==> config.mk <==
export PLATFORM = sky130hd
export DESIGN_NAME = frame_capture_ctrl
export DESIGN_NICKNAME = d
export VERILOG_FILES = /design/src/rtl/frame_capture_ctrl.sv
export SDC_FILE = /design/constraint.sdc
export NUM_CORES = 1
export LEC_CHECK = 0
export ABC_AREA = 1
export BUFFER_PORTS_ARGS = -buffer_cell sky130_fd_sc_hd__buf_4
export CORE_ASPECT_RATIO = 1.1
export CORE_UTILIZATION = 40
export DETAILED_ROUTE_END_ITERATION = 16
export SLEW_MARGIN = 25
export SYNTH_ARGS = -nofsm -noshare
export SYNTH_HDL_FRONTEND = slang
export SYNTH_SLANG_ARGS = --single-unit
export TNS_END_PERCENT = 50
==> constraint.sdc <==
create_clock -name clk -period 2.21 [get_ports clk]
set_input_delay 0.1105 -clock clk [delete_from_list [all_inputs] [get_ports clk]]
set_output_delay 0.1105 -clock clk [all_outputs]
set_load 0.01 [all_outputs]
==> src/rtl/frame_capture_ctrl.sv <==
// Single-frame capture controller: arms on request, skips SKIP_FRAMES frame starts,
// then emits a registered XDIM x YDIM pixel window with sof/eof markers and a done pulse.
module frame_capture_ctrl #(
  parameter int unsigned XDIM        = 1600,
  parameter int unsigned YDIM        = 926,
  parameter int unsigned SKIP_FRAMES = 1
) (
  input  logic        clk,
  input  logic        rst,
  input  logic        vs,
  input  logic        capture_req,
  input  logic        abort,
  output logic        cap_valid,
  output logic [10:0] cap_x,
  output logic [9:0]  cap_y,
  output logic        cap_sof,
  output logic        cap_eof,
  output logic        busy,
  output logic        done,
  output logic [7:0]  frame_cnt
);

  localparam int unsigned SkipW = (SKIP_FRAMES > 1) ? $clog2(SKIP_FRAMES + 1) : 1;
  localparam logic [10:0]      XLast    = 11'(XDIM - 1);
  localparam logic [9:0]       YLast    = 10'(YDIM - 1);
  localparam logic [SkipW-1:0] SkipInit = SkipW'(SKIP_FRAMES);

  typedef enum logic [1:0] {
    StIdle,
    StArm,
    StCapture,
    StDone
  } state_e;

  state_e           state_q, state_d;
  logic             vs_q, vs_d;
  logic [SkipW-1:0] skip_q, skip_d;
  logic [10:0]      x_q, x_d;
  logic [9:0]       y_q, y_d;
  logic [7:0]       cnt_q, cnt_d;
  logic             valid_q, valid_d;
  logic             sof_q, sof_d;
  logic             eof_q, eof_d;
  logic             busy_q, busy_d;
  logic             done_q, done_d;
  logic             frame_start;

  // Frame start is the falling edge of vs, seen against its one-cycle delayed copy.
  assign frame_start = vs_q & ~vs;

  always_comb begin
    state_d = state_q;
    skip_d  = skip_q;
    cnt_d   = cnt_q;
    vs_d    = vs;
    x_d     = 11'd0;
    y_d     = 10'd0;

    unique case (state_q)
      StIdle: begin
        // Abort wins over a simultaneous request; a coincident frame start is not counted.
        if (capture_req && !abort) begin
          state_d = StArm;
          skip_d  = SkipInit;
        end
      end
      StArm: begin
        if (abort) begin
          state_d = StIdle;
        end else if (frame_start) begin
          if (skip_q != '0) begin
            skip_d = skip_q - SkipW'(1);
          end else begin
            state_d = StCapture;
          end
        end
      end
      StCapture: begin
        // Frame starts are ignored here; the window runs purely on pixel counts.
        if (abort) begin
          state_d = StIdle;
        end else if (x_q == XLast && y_q == YLast) begin
          state_d = StDone;
          cnt_d   = cnt_q + 8'd1;
        end else if (x_q == XLast) begin
          x_d = 11'd0;
          y_d = y_q + 10'd1;
        end else begin
          x_d = x_q + 11'd1;
          y_d = y_q;
        end
      end
      StDone: begin
        state_d = StIdle;
      end
      default: begin
        state_d = StIdle;
      end
    endcase

    valid_d = (state_d == StCapture);
    sof_d   = valid_d && (x_d == 11'd0) && (y_d == 10'd0);
    eof_d   = valid_d && (x_d == XLast) && (y_d == YLast);
    busy_d  = (state_d == StArm) || (state_d == StCapture);
    done_d  = (state_d == StDone);
  end

  always_ff @(posedge clk or negedge rst) begin
    if (!rst) begin
      state_q <= StIdle;
      vs_q    <= 1'b1;
      skip_q  <= '0;
      x_q     <= 11'd0;
      y_q     <= 10'd0;
      cnt_q   <= 8'd0;
      valid_q <= 1'b0;
      sof_q   <= 1'b0;
      eof_q   <= 1'b0;
      busy_q  <= 1'b0;
      done_q  <= 1'b0;
    end else begin
      state_q <= state_d;
      vs_q    <= vs_d;
      skip_q  <= skip_d;
      x_q     <= x_d;
      y_q     <= y_d;
      cnt_q   <= cnt_d;
      valid_q <= valid_d;
      sof_q   <= sof_d;
      eof_q   <= eof_d;
      busy_q  <= busy_d;
      done_q  <= done_d;
    end
  end

  assign cap_valid = valid_q;
  assign cap_x     = x_q;
  assign cap_y     = y_q;
  assign cap_sof   = sof_q;
  assign cap_eof   = eof_q;
  assign busy      = busy_q;
  assign done      = done_q;
  assign frame_cnt = cnt_q;

endmodule

==> results of run 1 <==
flip-flops by register name (all words and copies together) (netlist names):
name / count
frame_cnt: 8
vs_q: 1
cap_eof: 1
done: 1
cap_valid: 1
cap_x: 11
state_q: 2
busy: 1
cap_y: 10
skip_q: 1
cap_sof: 1
per-stage QoR:
| stage | TNS (ns) | cells | setup slack, ns | instance area (sq um) | power [mW] |
|---|---|---|---|---|---|
| after floorplan | 0 | 311 | 0.0142 | 2250 | 0.747 |
| after global placement | 0 | 445 | 0.101 | 2790 | 0.780 |
| after detailed placement | 0 | 445 | 0.0435 | 2790 | 0.781 |
| after CTS | 0 | 456 | 0.00281 | 2910 | 1.31 |
| after global routing | -0.253 | 463 | -0.253 | 2990 | 1.35 |
| final | 0 | 463 | 0.0426 | 2990 | 1.29 |
tightest hold or removal path, stage by stage:
cell,delay [ns]
buf_4,0.07
inv_1,0.05
nand3_1,0.12
o22ai_1,0.10
inv_1,0.05
power groups by stage:
stage,sequential [mW],clock [mW],combinational [mW]
2_1_floorplan,0.727,0,0.0206
3_3_place_gp,0.725,0,0.0549
3_5_place_dp,0.725,0,0.0561
4_1_cts,0.711,0.539,0.0612
5_1_grt,0.713,0.568,0.0700
6_report,0.712,0.520,0.0607
worst paths after layout:
kind                                     startpoint                       end  slack, ns  depth (start not counted)
max                              cap_x[1]$_DFF_PN0_         cap_eof$_DFF_PN0_       0.04                         19
min                                           abort        skip_q$_DFFE_PN0P_       0.25                          5
max reg2reg                      cap_x[1]$_DFF_PN0_         cap_eof$_DFF_PN0_       0.04                         19
min reg2reg                frame_cnt[7]$_DFFE_PN0P_  frame_cnt[7]$_DFFE_PN0P_       0.47                          1
max in group asynchronous                       rst        cap_x[1]$_DFF_PN0_       1.51                          2
min in group asynchronous                       rst        cap_y[5]$_DFF_PN0_       0.31                          2
cell usage after synthesis, drive strengths merged (2+ instances only):
cell type,instances
o21bai,2
inv,55
o21ai,8
nand4,5
nand2,96
ha,6
xor2,7
dfrtp,37
xnor2,3
nand3,22
nor2,56
a21oi,4
nand3b,2
nor3,2
cells by family after synthesis:
family / Yosys count / synth area share
and+or+nand+nor: 184 / 0.358
adders and majority gates: 6 / 0.0338
DFF: 38 / 0.428
buffers and inverters: 57 / 0.100
AOI/OAI and AO/OA: 16 / 0.0400
xor gates and xnor gates: 10 / 0.0394
repair_timing:
action                                  CTS  global route
hold buffers                              2             0
gates resized for setup                   1             6
hold endpoints to repair                 38             0
setup buffers                             1             7
endpoints found under the setup margin    1             1
pin swaps                                 0            14
layout make-up:
cell class / instances / area [sq um] / share of cell area
clock buffers: 6 / 82.6 / 0.0276
repair buffers: 70 / 531 / 0.178
flip-flops and latches: 38 / 955 / 0.320
clock inverters: 2 / 12.5 / 0.00419
well taps: 75 / 93.8 / 0.0314
inverters: 56 / 211 / 0.0708
multi-input cells: 216 / 1100 / 0.369
per-layer routing:
| layer | share of wire | wire (um) |
|---|---|---|
| met3 | 0.038 | 207 |
| met2 | 0.49 | 2670 |
| met1 | 0.45 | 2470 |
| met5 | 0 | 0 |
| met4 | 0.019 | 103 |
==> results.txt, run 1 <==
Status - completed
Leakage - 1.66 nW
Clock power frac - 0.403
Drt wl/cell - 11.8 um
Routed Antenna Nets - 0
Top post-synthesis cells by area - dfrtp_1, nand2_1, inv_1
Max stage delay on crit path - 0.43 ns
Pins Over Slew Limit - 0
Crit end category - register
Max-cap violations - 0
Clock Latency Late Sink - 0.30 ns
Area leader, netlist - dfrtp_1
Critical Path Start Type - register
# fillers - 547
Distinct cells, synth - 27
Total nets after synthesis - 322
DR iter-0 viols - 92
Hold_ws - 0.248 ns
Synth Register Bits - 38
Post-Synthesis Cells - 311
Yosys top cell area share - 0.417
Vias/cell - 4.53
CP max FO - 3
Final Hold Violating Endpoints - 0
Detailed Place HPWL - 3.98 mm
Clock buffer count from CTS - 5
Met1 usage - 0.250
Most frequent cells in the layout - nand2_1, buf_4, inv_1
Total net switching power - 0.312 mW
Setup Viol. Count Final - 0
Remaining global-route overflow - 0
Average cell area after synthesis - 7.15 sq um
Pre-antenna DRT Iters - 4
Synth Cell Area - 2220 sq um
Hold Path Class - in -> reg
Core ar. - 5360 sq um
FMAX - 461 MHz
Pwr Density - 433 nW/um^2
Gate power share - 0.047
Sink Count - 38
Die H - 80.2 um
Kind of cell adding the most delay to the critical path - simple AND/OR/NAND/NOR gates
Clk slew on worst S/H paths - 0.08 ns
Busiest metal layer after global routing - met2
CP Cell Sequence - ha_4, nand2_4, nor2_4, nand3_4, nor2_4, nand2_2, inv_2, nor3_4, ha_2, nand2_1, nor2_1, nand2_1, nor2_1, nand3_1, nor2_2, nand2_1, nor2_1, nand2_1, nor2_1
First-pass GRT wire length - 8.98 mm
DRC viols - 0
RSZ-0062 raised after global routing - true
Vias in the first global route - 1982
Kind of critical path - reg -> reg
Final min period - 2.17 ns
Worst Skew - 0.00719 ns
Utilization after layout - 0.557
Post-Route WL - 5.45 mm
Internal - 0.981 mW
Pin count of the biggest net entering global routing - 39
Worst-Margin Slew - 0.495 ns
Most used DFF post-synth - dfrtp_1
Sw frac - 0.241
Effective utilization at floorplan - 0.415
Chip width - 73.1 um
DR vias - 2099
Antenna violations before repair - 0
FFs w/ async S/R, synth - 1.00
GRT Overall Usage - 0.205
Antenna Cells - 0
CTS tree - yes
Worst slew margin - 0.670
Placer Congestion - 0.863
Root buf cell - clkbuf_8
Met2 Track Usage GR - 0.339
I/O pin cnt - 39
IO buf count - 38
Slowest CP cell - dfrtp_2
EDFF count, synth - 0
Final net count - 398
Most common cell after layout, fill and taps aside - nand2_1
Crit path required time - 2.44 ns
Die area - 5860 sq um
YS warnings - 0
CTS HTree Levels - 2
Worst vdd ir - 0.300 mV
Share of layout cells above drive strength 1 - 0.265
Critical path arrival - 2.40 ns
Flop pwr share - 0.551
Post-synthesis sequential area ratio - 0.428
Met3 usage - 0.0527
Worst Path Buf+Inv - 1
Num rows - 28
Layout area overhead - 34.4%
Fin crit share - 0.981
Max Buffers Root-to-Sink - 2
No activity file was read; power rests on OpenSTA's default activity.
==> run 2: changes to the inputs <==
Settings changed: PLACE_DENSITY set to 0.68, TNS_END_PERCENT 50 to 10.
==> run 2 against run 1 <==
Against the previous run: non-clock buffer count fell by 7; global-route usage fell by 0.97 points; worst setup slack improved by 0.012 ns; design area fell by 2.3%; fmax rose by 0.58%; cell count fell by 1.7%; core utilization fell by 1.3 points; worst hold slack barely moved; die area did not move; sequential cell count did not move; total power fell by 5.3%; routed wire length fell by 6.0%; largest cell class unchanged.
==> results.txt, run 2 (same netlist as run 1, synthesis figures left out) <==
Final Hold Violating Endpoints - 0 (unchanged)
GRT Overall Usage - 0.195 (-0.00971)
Gate power share - 0.048 (about the same)
Sink Count - 38 (unchanged)
Worst path most repeated cell - nor2_1
Hold Path Class - in -> reg
DR vias - 2061 (-1.8%)
Layout area overhead - 31.3%
Pin count of the biggest net entering global routing - 39 (unchanged)
Worst vdd ir - 0.401 mV (+34%)
CTS tree - yes
IO buf count - 38 (unchanged)
Root buf cell - clkbuf_8
Busiest metal layer after global routing - met2
CP max FO - 3 (unchanged)
Critical Path Start Type - register
Share of layout cells above drive strength 1 - 0.247 (-0.0181)
DRC viols - 0 (unchanged)
Most frequent cells in the layout - nand2_1, buf_4, inv_1
Vias/cell - 4.53 (about the same)
Design Area, Final - 2920 sq um (-2.3%)
Pre-antenna DRT Iters - 4 (unchanged)
CP startpoint - cap_x[1]$_DFF_PN0_
Detailed Place HPWL - 3.96 mm (-0.37%)
Utilization after layout - 0.544 (-0.0128)
DP Cell Count - 444 (-0.22%)
Worst slew margin - 0.677 (+0.00710)
Finished Layout Cells - 455 (-1.7%)
Max Buffers Root-to-Sink - 2 (unchanged)
Chip width - 73.1 um (unchanged)
Final min period - 2.15 ns (-0.0124 ns)
First-pass GRT wire length - 8.81 mm (-1.8%)
Leakage - 1.62 nW (-2.4%)
Met1 usage - 0.259 (+0.00974)
Status - completed
Most common cell after layout, fill and taps aside - nand2_1
Num rows - 28 (unchanged)
Depth of the worst register-to-register path - 19 (unchanged)
Fin crit share - 0.975 (-0.00563)
Pwr Density - 419 nW/um^2 (-3.1%)
Setup TNS - 0 ns (unchanged)
Worst setup margin - 0.0551 ns (+0.0124 ns)
Final net count - 391 (-1.8%)
Reg-to-reg startpoint - cap_x[1]$_DFF_PN0_
Hold_ws - 0.248 ns (-0.000364 ns)
Kind of critical path - reg -> reg
Flop pwr share - 0.582 (+0.031)
Crit path required time - 2.44 ns (about the same)
Worst-Margin Slew - 0.484 ns (-0.0106 ns)
Vias in the first global route - 1935 (-2.4%)
DR iter-0 viols - 116 (+26%)
Clock power frac - 0.369 (-0.034)
Internal - 0.948 mW (-3.4%)
Critical path arrival - 2.38 ns (-0.02 ns)
Core ar. - 5360 sq um (unchanged)
Pins Over Slew Limit - 0 (unchanged)
Worst Path Buf+Inv - 1 (unchanged)
RR Endpoint - cap_eof$_DFF_PN0_
Worst Skew - 0.00726 ns (+0.0000661 ns)
CTS HTree Levels - 2 (unchanged)
Max stage delay on crit path - 0.43 ns (about the same)
Clock Latency Late Sink - 0.29 ns (about the same)
RSZ-0062 raised after global routing - true
Met3 usage - 0.0351 (-0.0176)
Clock buffer count from CTS - 5 (unchanged)
Routed Antenna Nets - 0 (unchanged)
I/O pin cnt - 39 (unchanged)
Placement Setup Slack - -0.000962 ns (-0.0445 ns)
Antenna Cells - 0 (unchanged)
Kind of cell adding the most delay to the critical path - simple AND/OR/NAND/NOR gates
Crit path depth - 19 (unchanged)
Critical Path End - cap_eof$_DFF_PN0_
Crit end category - register
Flop-to-flop setup slack - 0.06 ns (about the same)
FMAX - 464 MHz (+0.58%)
CP Cell Sequence - ha_4, nand2_4, nor2_4, nand3_4, nor2_4, nand2_2, inv_2, nor3_4, ha_2, nand2_1, nor2_1, nand2_1, nor2_1, nand3_1, nor2_1, nand2_1, nor2_1, nand2_1, nor2_1
Die H - 80.2 um (unchanged)
Post-Route WL - 5.13 mm (-6.0%)
Clk slew on worst S/H paths - 0.07 ns (about the same)
Max-cap violations - 0 (unchanged)
Placed cell area - 2780 sq um (-0.27%)
Drt wl/cell - 11.3 um (-4.3%)
Die area - 5860 sq um (unchanged)
Setup Viol. Count Final - 0 (unchanged)
Remaining global-route overflow - 0 (unchanged)
Largest register FFs - 11 (unchanged)
Placer Congestion - 0.864 (about the same)
Total net switching power - 0.276 mW (-11%)
Antenna violations before repair - 0 (unchanged)
Overall Power - 1.22 mW (-5.3%)
Met2 Track Usage GR - 0.323 (-0.0157)
Slowest CP cell - dfrtp_2
Effective utilization at floorplan - 0.415 (unchanged)
Sw frac - 0.226 (-0.0153)
## run 2: cell count changes in the layout (fill, tap and decap cells not counted)
cell / before / now
buf_4: 68 / 61
clkbuf_1: 0 / 2
clkbuf_8: 6 / 5
clkinv_2: 2 / 1
clkinvlp_4: 1 / 0
nor2_1: 49 / 48
nor2_2: 4 / 5
## run 2: timing repair
item / 4_1_cts / 5_1_grt
resized for setup: 1 / 7
hold buffers: 2 / 0
setup buffers: 0 / 2
hold endpoints to repair: 38 / 0
pin swaps: 0 / 13
setup endpoints to repair: 1 / 1
## run 2: metal layers
metal | up-vias | part of all wire
met5 | - | 0
met1 | 929 | 0.47
met4 | 0 | 0.0099
li1 | 1086 | -
met2 | 40 | 0.49
met3 | 6 | 0.038
## run 2: worst min path at each step
stage	slack (ns)	to	cells past startpoint	from
6_report	0.25	skip_q$_DFFE_PN0P_	5	abort
5_1_grt	0.28	skip_q$_DFFE_PN0P_	5	abort
4_1_cts	0.22	skip_q$_DFFE_PN0P_	5	abort
3_5_place_dp	0.11	cap_x[4]$_DFF_PN0_	1	rst
3_3_place_gp	0.11	cap_x[4]$_DFF_PN0_	1	rst
2_1_floorplan	-0.19	busy$_DFF_PN0_	0	rst
## run 2: worst min-delay path: cells and delay by family
kind,cells,cell delay [ns]
and+or+nand+nor,1,0.12
AOI/OAI and AO/OA,1,0.09
buffers and inverters,3,0.18
## run 2: power groups by stage
| stage | Combinational (mW) | Sequential [mW] | Clock (mW) |
|---|---|---|---|
| 6_report | 0.0593 | 0.713 | 0.452 |
| 5_1_grt | 0.0671 | 0.713 | 0.501 |
| 4_1_cts | 0.0599 | 0.712 | 0.471 |
| 3_5_place_dp | 0.0548 | 0.725 | 0 |
| 3_3_place_gp | 0.0543 | 0.725 | 0 |
| 2_1_floorplan | 0.0206 | 0.727 | 0 |
## run 2: layout make-up
type	instances	area, sq um
timing repair buffer	63	478
sequential	38	955
tap	75	93.8
inverter	56	211
clock buffer	7	76.3
fill	529	2440
multi-input combinational	216	1100
